<file path="src/rtl/bpu_update_sched_pkg.sv">
// rtl/bpu_update_sched_pkg.sv - shared types for the BPU update scheduler
package bpu_update_sched_pkg;

    typedef struct packed {
        logic        flush;
        logic        btb_update;
        logic        lpht_update;
        logic        taken;
        logic [31:0] pc;
        logic [31:0] br_target;
    } bpu_update_t;

    typedef struct packed {
        bpu_update_t upd;
        logic        src;
        logic        valid;
    } bpu_upd_entry_t;

    localparam logic _UPD_SRC_FRONT = 1'b0;
    localparam logic _UPD_SRC_BACK  = 1'b1;

    function automatic logic has_training(input bpu_update_t u);
        return u.btb_update | u.lpht_update;
    endfunction

    function automatic bpu_update_t strip_flush(input bpu_update_t u);
        bpu_update_t r;
        r       = u;
        r.flush = 1'b0;
        return r;
    endfunction

endpackage

</file>
<file path="src/rtl/bpu_update_sched_if.sv">
// rtl/bpu_update_sched_if.sv - update source/sink bundle for the scheduler
interface bpu_update_sched_if
    import bpu_update_sched_pkg::*;
#(
    parameter int DEPTH = 4,
    parameter int CNT_W = 16
);
    bpu_update_t                update_front_i;
    bpu_update_t                update_back_i;
    bpu_update_t                update_o;
    logic [$clog2(DEPTH):0]     fifo_cnt_o;
    logic [CNT_W-1:0]           drop_cnt_o;

    modport master (
        output update_front_i,
        output update_back_i,
        input  update_o,
        input  fifo_cnt_o,
        input  drop_cnt_o
    );

    modport slave (
        input  update_front_i,
        input  update_back_i,
        output update_o,
        output fifo_cnt_o,
        output drop_cnt_o
    );
endinterface

</file>
<file path="src/rtl/bpu_upd_fifo.sv">
// rtl/bpu_upd_fifo.sv - 2-write/1-read training buffer with per-entry valid
// and source-selective squash; squash clears valid bits but never moves pointers.
module bpu_upd_fifo
    import bpu_update_sched_pkg::*;
#(
    parameter int DEPTH = 4
) (
    input  logic                       clk,
    input  logic                       rst,
    input  logic                       i_wr_a_en,
    input  bpu_upd_entry_t             i_wr_a,
    input  logic                       i_wr_b_en,
    input  bpu_upd_entry_t             i_wr_b,
    input  logic                       i_pop,
    input  logic                       i_squash_front,
    output bpu_upd_entry_t             o_head,
    output logic [$clog2(DEPTH):0]     o_cnt
);
    localparam int PTR_W = $clog2(DEPTH);

    bpu_upd_entry_t     r_mem [DEPTH];
    logic [PTR_W-1:0]   r_wptr;
    logic [PTR_W-1:0]   r_rptr;
    logic [PTR_W:0]     r_cnt;

    logic [PTR_W-1:0]   w_wptr_b;
    logic [PTR_W:0]     w_n_wr;

    // Second write lands after the first; callers only use B together with A.
    assign w_wptr_b = r_wptr + PTR_W'(1);
    assign w_n_wr   = (PTR_W+1)'(i_wr_a_en) + (PTR_W+1)'(i_wr_b_en);

    always_ff @(posedge clk) begin
        if (rst) begin
            r_wptr <= '0;
            r_rptr <= '0;
            r_cnt  <= '0;
            for (int i = 0; i < DEPTH; i++) begin
                r_mem[i].valid <= 1'b0;
            end
        end else begin
            if (i_squash_front) begin
                for (int i = 0; i < DEPTH; i++) begin
                    if (r_mem[i].src == _UPD_SRC_FRONT) begin
                        r_mem[i].valid <= 1'b0;
                    end
                end
            end
            if (i_wr_a_en) begin
                r_mem[r_wptr] <= i_wr_a;
            end
            if (i_wr_b_en) begin
                r_mem[w_wptr_b] <= i_wr_b;
            end
            r_wptr <= r_wptr + w_n_wr[PTR_W-1:0];
            r_rptr <= r_rptr + PTR_W'(i_pop);
            r_cnt  <= r_cnt + w_n_wr - (PTR_W+1)'(i_pop);
        end
    end

    assign o_head = r_mem[r_rptr];
    assign o_cnt  = r_cnt;

endmodule

</file>
<file path="src/rtl/bpu_update_sched.sv">
// rtl/bpu_update_sched.sv - arbitrates front/back branch updates onto the single
// BPU update port: flushes pass through (back wins), training is queued and drained.
module bpu_update_sched
    import bpu_update_sched_pkg::*;
#(
    parameter int DEPTH = 4,
    parameter int CNT_W = 16
) (
    input  logic             clk,
    input  logic             rst,
    bpu_update_sched_if.slave upd_bus
);
    localparam int CNT_BITS = $clog2(DEPTH) + 1;

    bpu_update_t            r_update;
    logic [CNT_W-1:0]       r_drop_cnt;

    bpu_update_t            w_front;
    bpu_update_t            w_back;
    logic                   w_front_f;
    logic                   w_front_t;
    logic                   w_back_f;
    logic                   w_back_t;

    bpu_upd_entry_t         w_head;
    logic [CNT_BITS-1:0]    w_cnt;

    bpu_update_t            w_next_upd;
    logic                   w_pop;
    logic                   w_squash;
    logic                   w_enq_back;
    logic                   w_enq_front;
    logic                   w_grant_back;
    logic                   w_grant_front;
    logic [CNT_BITS:0]      w_free;
    logic [1:0]             w_drops;
    logic [CNT_W:0]         w_drop_sum;
    bpu_upd_entry_t         w_back_ent;
    bpu_upd_entry_t         w_front_ent;
    bpu_upd_entry_t         w_wr_a;

    assign w_front   = upd_bus.update_front_i;
    assign w_back    = upd_bus.update_back_i;
    assign w_front_f = w_front.flush;
    assign w_back_f  = w_back.flush;
    assign w_front_t = has_training(w_front);
    assign w_back_t  = has_training(w_back);

    assign w_back_ent  = '{upd: strip_flush(w_back),  src: _UPD_SRC_BACK,  valid: 1'b1};
    assign w_front_ent = '{upd: strip_flush(w_front), src: _UPD_SRC_FRONT, valid: 1'b1};

    always_comb begin
        w_next_upd  = '0;
        w_pop       = 1'b0;
        w_squash    = 1'b0;
        w_enq_back  = 1'b0;
        w_enq_front = 1'b0;
        if (w_back_f) begin
            // Back redirect makes every queued front hint wrong-path.
            w_next_upd = w_back;
            w_squash   = 1'b1;
        end else if (w_front_f) begin
            w_next_upd = w_front;
            w_enq_back = w_back_t;
        end else if (w_cnt != '0) begin
            w_pop       = 1'b1;
            w_enq_back  = w_back_t;
            w_enq_front = w_front_t;
            if (w_head.valid) begin
                w_next_upd = strip_flush(w_head.upd);
            end
        end else if (w_back_t) begin
            w_next_upd  = w_back;
            w_enq_front = w_front_t;
        end else begin
            w_enq_front = w_front_t;
        end
    end

    // Free slots count the same-cycle pop; back claims a slot before front.
    assign w_free        = (CNT_BITS+1)'(DEPTH) - {1'b0, w_cnt} + (CNT_BITS+1)'(w_pop);
    assign w_grant_back  = w_enq_back && (w_free != '0);
    assign w_grant_front = w_enq_front &&
                           (w_free >= (w_grant_back ? (CNT_BITS+1)'(2) : (CNT_BITS+1)'(1)));
    assign w_drops       = {1'b0, w_enq_back & ~w_grant_back} +
                           {1'b0, w_enq_front & ~w_grant_front};
    assign w_drop_sum    = {1'b0, r_drop_cnt} + (CNT_W+1)'(w_drops);
    assign w_wr_a        = w_grant_back ? w_back_ent : w_front_ent;

    bpu_upd_fifo #(
        .DEPTH (DEPTH)
    ) u_fifo (
        .clk            (clk),
        .rst            (rst),
        .i_wr_a_en      (w_grant_back | w_grant_front),
        .i_wr_a         (w_wr_a),
        .i_wr_b_en      (w_grant_back & w_grant_front),
        .i_wr_b         (w_front_ent),
        .i_pop          (w_pop),
        .i_squash_front (w_squash),
        .o_head         (w_head),
        .o_cnt          (w_cnt)
    );

    always_ff @(posedge clk) begin
        if (rst) begin
            r_update   <= '0;
            r_drop_cnt <= '0;
        end else begin
            r_update <= w_next_upd;
            if (w_drop_sum[CNT_W]) begin
                r_drop_cnt <= '1;
            end else begin
                r_drop_cnt <= w_drop_sum[CNT_W-1:0];
            end
        end
    end

    assign upd_bus.update_o   = r_update;
    assign upd_bus.fifo_cnt_o = w_cnt;
    assign upd_bus.drop_cnt_o = r_drop_cnt;

endmodule

</file>
<file path="src/flat_wrapper.sv">
// flat-port wrapper written by rule: the top's interface ports become plain ports
module bpu_update_sched_flat import bpu_update_sched_pkg::*;
#(
    parameter int DEPTH = 4,
    parameter int CNT_W = 16
)
  (clk, rst, upd_bus_update_front_i, upd_bus_update_back_i, upd_bus_update_o, upd_bus_fifo_cnt_o, upd_bus_drop_cnt_o);
  bpu_update_sched_if #(.DEPTH(DEPTH), .CNT_W(CNT_W)) upd_bus_i ();
  input  logic clk;
  input  logic rst;
  input wire logic [$bits(upd_bus_i.update_front_i)-1:0] upd_bus_update_front_i;
  input wire logic [$bits(upd_bus_i.update_back_i)-1:0] upd_bus_update_back_i;
  output wire logic [$bits(upd_bus_i.update_o)-1:0] upd_bus_update_o;
  output wire logic [$bits(upd_bus_i.fifo_cnt_o)-1:0] upd_bus_fifo_cnt_o;
  output wire logic [$bits(upd_bus_i.drop_cnt_o)-1:0] upd_bus_drop_cnt_o;
  assign upd_bus_i.update_front_i = upd_bus_update_front_i;
  assign upd_bus_i.update_back_i = upd_bus_update_back_i;
  assign upd_bus_update_o = upd_bus_i.update_o;
  assign upd_bus_fifo_cnt_o = upd_bus_i.fifo_cnt_o;
  assign upd_bus_drop_cnt_o = upd_bus_i.drop_cnt_o;
  bpu_update_sched #(.DEPTH(DEPTH), .CNT_W(CNT_W)) u_core (.clk(clk), .rst(rst), .upd_bus(upd_bus_i));
endmodule
</file>
<file path="config.mk">
export PLATFORM = sky130hd
export DESIGN_NAME = bpu_update_sched_flat
export DESIGN_NICKNAME = d
export VERILOG_FILES = /design/src/rtl/bpu_update_sched_pkg.sv /design/src/rtl/bpu_update_sched_if.sv /design/src/rtl/bpu_upd_fifo.sv /design/src/rtl/bpu_update_sched.sv /design/src/flat_wrapper.sv
export SDC_FILE = /design/constraint.sdc
export NUM_CORES = 1
export LEC_CHECK = 0
export ABC_AREA = 1
export BUFFER_PORTS_ARGS = -buffer_cell sky130_fd_sc_hd__buf_4
export CAP_MARGIN = 20
export CORE_UTILIZATION = 40
export CTS_BUF_LIST = sky130_fd_sc_hd__clkbuf_8 sky130_fd_sc_hd__clkbuf_16
export CTS_CLUSTER_SIZE = 20
export DETAILED_ROUTE_END_ITERATION = 16
export HOLD_SLACK_MARGIN = 0.03
export MAX_ROUTING_LAYER = met4
export PLACE_DENSITY = 0.65
export SYNTH_ARGS = -nofsm -noshare
export SYNTH_HDL_FRONTEND = slang
export SYNTH_HIERARCHICAL = 1
export SYNTH_SLANG_ARGS = --single-unit
</file>
<file path="constraint.sdc">
create_clock -name clk -period 7.8 [get_ports clk]
set_input_delay 1.95 -clock clk [delete_from_list [all_inputs] [get_ports clk]]
set_output_delay 1.95 -clock clk [all_outputs]
set_load 0.02 [all_outputs]
</file>
==> metrics.csv <==
stage,metric,value,unit
global_route,initial antenna violation count,3,
global_route,met3 Resource Use GR,4.92,%
worst_setup_path,CP required,8070,ps
synthesis,Ys Warns,6,
drt,detailed-router iteration count before antenna repair,6,
worst_setup_path,reg2reg end,u_core/u_fifo/r_mem[0][36]$_DFFE_PP_,
final_layout,Fill cells,4796,
global_route,GRT Util Overall,27.7,%
floorplan,die area,52300,µm²
floorplan,Row Count,82,
timing,fin crit share,81.2,%
floorplan,Die X-Extent,229,µm
timing,Final Hold Vio Count,0,
pwr,P_sw,2.74,mW
floorplan,Initial Utilization,40.8,%
drt,drt drc,0,
global_route,first-pass GRT wire length,109,mm
pwr,Lkg Pwr,10.1,nW
timing,TNS Setup,0,ps
timing,worst slew pin tran,1100,ps
clock_network,cts repair resizes,0,
drt,DR vias/cell,5.65,
final_layout,share of cells above drive strength 1,12.3,%
global_route,busiest layer in global routing,met2,
worst_setup_path,crit path cell chain,buf_4 > nor2_1 > buf_4 > nand2_1 > ha_1 > inv_1 > ha_1 > nand4_1 > o21ai_1 > nand2_4 > nand2_4 > ha_1 > inv_1 > nand2_1 > a21oi_1 > nand2_1 > nand2_1 > nand2_1 > nand2_2 > clkinv_2 > nand2_4 > buf_4 > o21ai_0,
pwr,Pwr Density,285,nW/µm²
run,Max Cap Violations,0,
pwr,Int Pwr,4.12,mW
worst_setup_path,Critical Path Max Stage Delay,810,ps
worst_setup_path,crit path max fanout,70,
timing,Tmin final,6340,ps
synthesis,mapped cell area,20600,µm²
drt,initial DRC count,2415,
global_route,vias in the first global route,18900,
worst_setup_path,FF-to-FF path depth,22,
worst_setup_path,Worst path slowest cell,buf_4,
worst_setup_path,crit path capture,u_core/u_fifo/r_mem[0][36]$_DFFE_PP_,
timing,Max Slew Vio Count,0,
timing,final setup margin,1460,ps
final_layout,layout overhead on the synthesized area,17.0,%
clock_network,Worst-Skew Late Latency,590,ps
place,DP Worst Slack,993,ps
clock_network,clk sinks,367,
clock_network,Post CTS Setup Buffer Count,0,
pwr,Net Sw Frac,39.9,%
clock_network,Worst-path clk slew,60,ps
timing,FMAX,0.158,GHz
drt,routed via count,19600,
global_route,met2 Use GR,44.4,%
timing,clock skew,23.9,ps
clock_network,CTS tree,yes,
floorplan,chip height,229,µm
timing,RSZ-0062 raised after global routing,false,
run_status,status,finished clean,
drt,WL per Instance,20.7,µm
drt,Routed WL,72.0,mm
global_route,overflow left after global routing,0,
worst_setup_path,CP most frequent cell,nand2_1,
drt,remaining antenna violation count,0,
worst_setup_path,worst r2r src,u_core/u_fifo/o_cnt[0]$_SDFF_PP0_,
synthesis,Synth Area per Inst,7.74,µm²
worst_setup_path,worst reg2reg setup slack,2010,ps
pwr,clock share of power,29.4,%
worst_setup_path,Critical Path Start Type,input pin,
clock_network,CTS Buffer Depth,3,
clock_network,root buf cell,clkbuf_16,
worst_setup_path,Worst Setup End Kind,register,
hold_path,Hold Path Class,reg2reg,
place,placer congestion estimate,0.857,
timing,max_slew headroom,26.8,%
final_layout,nets@finish,2914,
global_route,largest net degree at the start of global routing,104,
clock_network,total CTS buffers,44,
hold_path,Worst Hold Launch,u_core/upd_bus.drop_cnt_o[14]$_SDFF_PP0_,
synthesis,Post-Syn Instances,2657,
timing,Setup Viol. Count Final,0,
pwr,worst vdd ir,0.000310,V
pwr,Comb power frac,34.7,%
clock_network,H-Tree Level Count,2,
worst_setup_path,CP startpoint,upd_bus_update_front_i[67],
global_route,grt met1 use,34.5,%
pwr,Seq pwr share,35.9,%
floorplan,Ports,225,
place,DP HPWL,38.7,mm
worst_setup_path,crit path kind,in2reg,
timing,final hold slack,588,ps
floorplan,core area,50400,µm²
worst_setup_path,WP data arrival,6610,ps
place,port bufs,224,
clock_network,CTS Hold Bufs,0,
critical path, delay by kind of cell:
kind	cells	cell delay, ps
adders and majority gates	3	730
buffers and inverters	6	1830
and+or+nand+nor	11	1400
AOI/OAI and AO/OA	3	660
through the flow:
step           utilization [%]  instances  power [mW]  cell area, µm²
2_1_floorplan                -       2664        3.98           20600
6_report                  47.7       3476        6.86           24100
3_5_place_dp              44.9       3390        4.81           22600
4_1_cts                   47.7       3471        6.82           24000
5_1_grt                   47.7       3474        7.18           24000
3_3_place_gp              44.8       3388        4.76           22600
layout by cell type (no fill, tap or decap), types with 4 or more instances in the layout:
master	instances
ha_1	9
o21ai_1	56
clkbuf_16	45
xnor2_1	4
clkinv_2	6
nand2_1	614
nor2_4	5
nand2_4	12
nor2_1	81
buf_4	253
a21oi_1	196
nand3_1	243
xor2_1	4
o21ai_0	340
inv_1	378
diode_2	4
conb_1	9
nand4_1	23
clkbuf_8	4
clkinv_1	10
o211ai_1	115
dfxtp_1	89
inv_2	5
edfxtp_1	276
worst min-delay path by stage:
| stage | end | slack [ps] | depth (start not counted) |
|---|---|---|---|
| 2_1_floorplan | u_core/u_fifo/r_rptr[0]$_SDFF_PP0_ | 540 | 3 |
| 3_3_place_gp | u_core/u_fifo/r_wptr[0]$_SDFF_PP0_ | 570 | 1 |
| 3_5_place_dp | u_core/upd_bus.drop_cnt_o[14]$_SDFF_PP0_ | 580 | 4 |
| 4_1_cts | u_core/upd_bus.drop_cnt_o[14]$_SDFF_PP0_ | 590 | 4 |
| 5_1_grt | u_core/upd_bus.drop_cnt_o[12]$_SDFF_PP0_ | 620 | 4 |
| 6_report | u_core/upd_bus.drop_cnt_o[14]$_SDFF_PP0_ | 590 | 4 |
area by class of cell:
type / count / area [µm²] / area share, %
diodes: 4 / 10.0 / 0.0416
clock buffers: 49 / 1180 / 4.91
clock inverters: 32 / 221 / 0.921
inverters: 374 / 1410 / 5.85
multi-input cells: 1722 / 8310 / 34.6
flip-flops and latches: 367 / 10100 / 42.1
well taps: 672 / 841 / 3.50
repair buffers: 256 / 1960 / 8.16
power groups by stage:
stage                     Clock, mW  Sequential, mW  Combinational, mW
after global placement            0            2.50               2.26
after floorplan                   0            2.52               1.46
after global routing           2.12            2.48               2.57
after CTS                      2.04            2.46               2.31
after detailed placement          0            2.50               2.31
final                          2.02            2.46               2.38
metal layers:
metal / share of wire [%] / routed length (µm)
met5: 0 / 0
met3: 10 / 7330
met4: 3.3 / 2360
met2: 47 / 33600
met1: 40 / 28700
flip-flops by register name, summed over array words and instances, names as in the netlist:
signal                     count
u_core/u_fifo/r_mem          276
u_core/upd_bus.update_o       68
u_core/upd_bus.drop_cnt_o     16
u_core/u_fifo/o_cnt            3
u_core/u_fifo/r_rptr           2
u_core/u_fifo/r_wptr           2
Note: power is estimated with default switching activity, not from simulation.
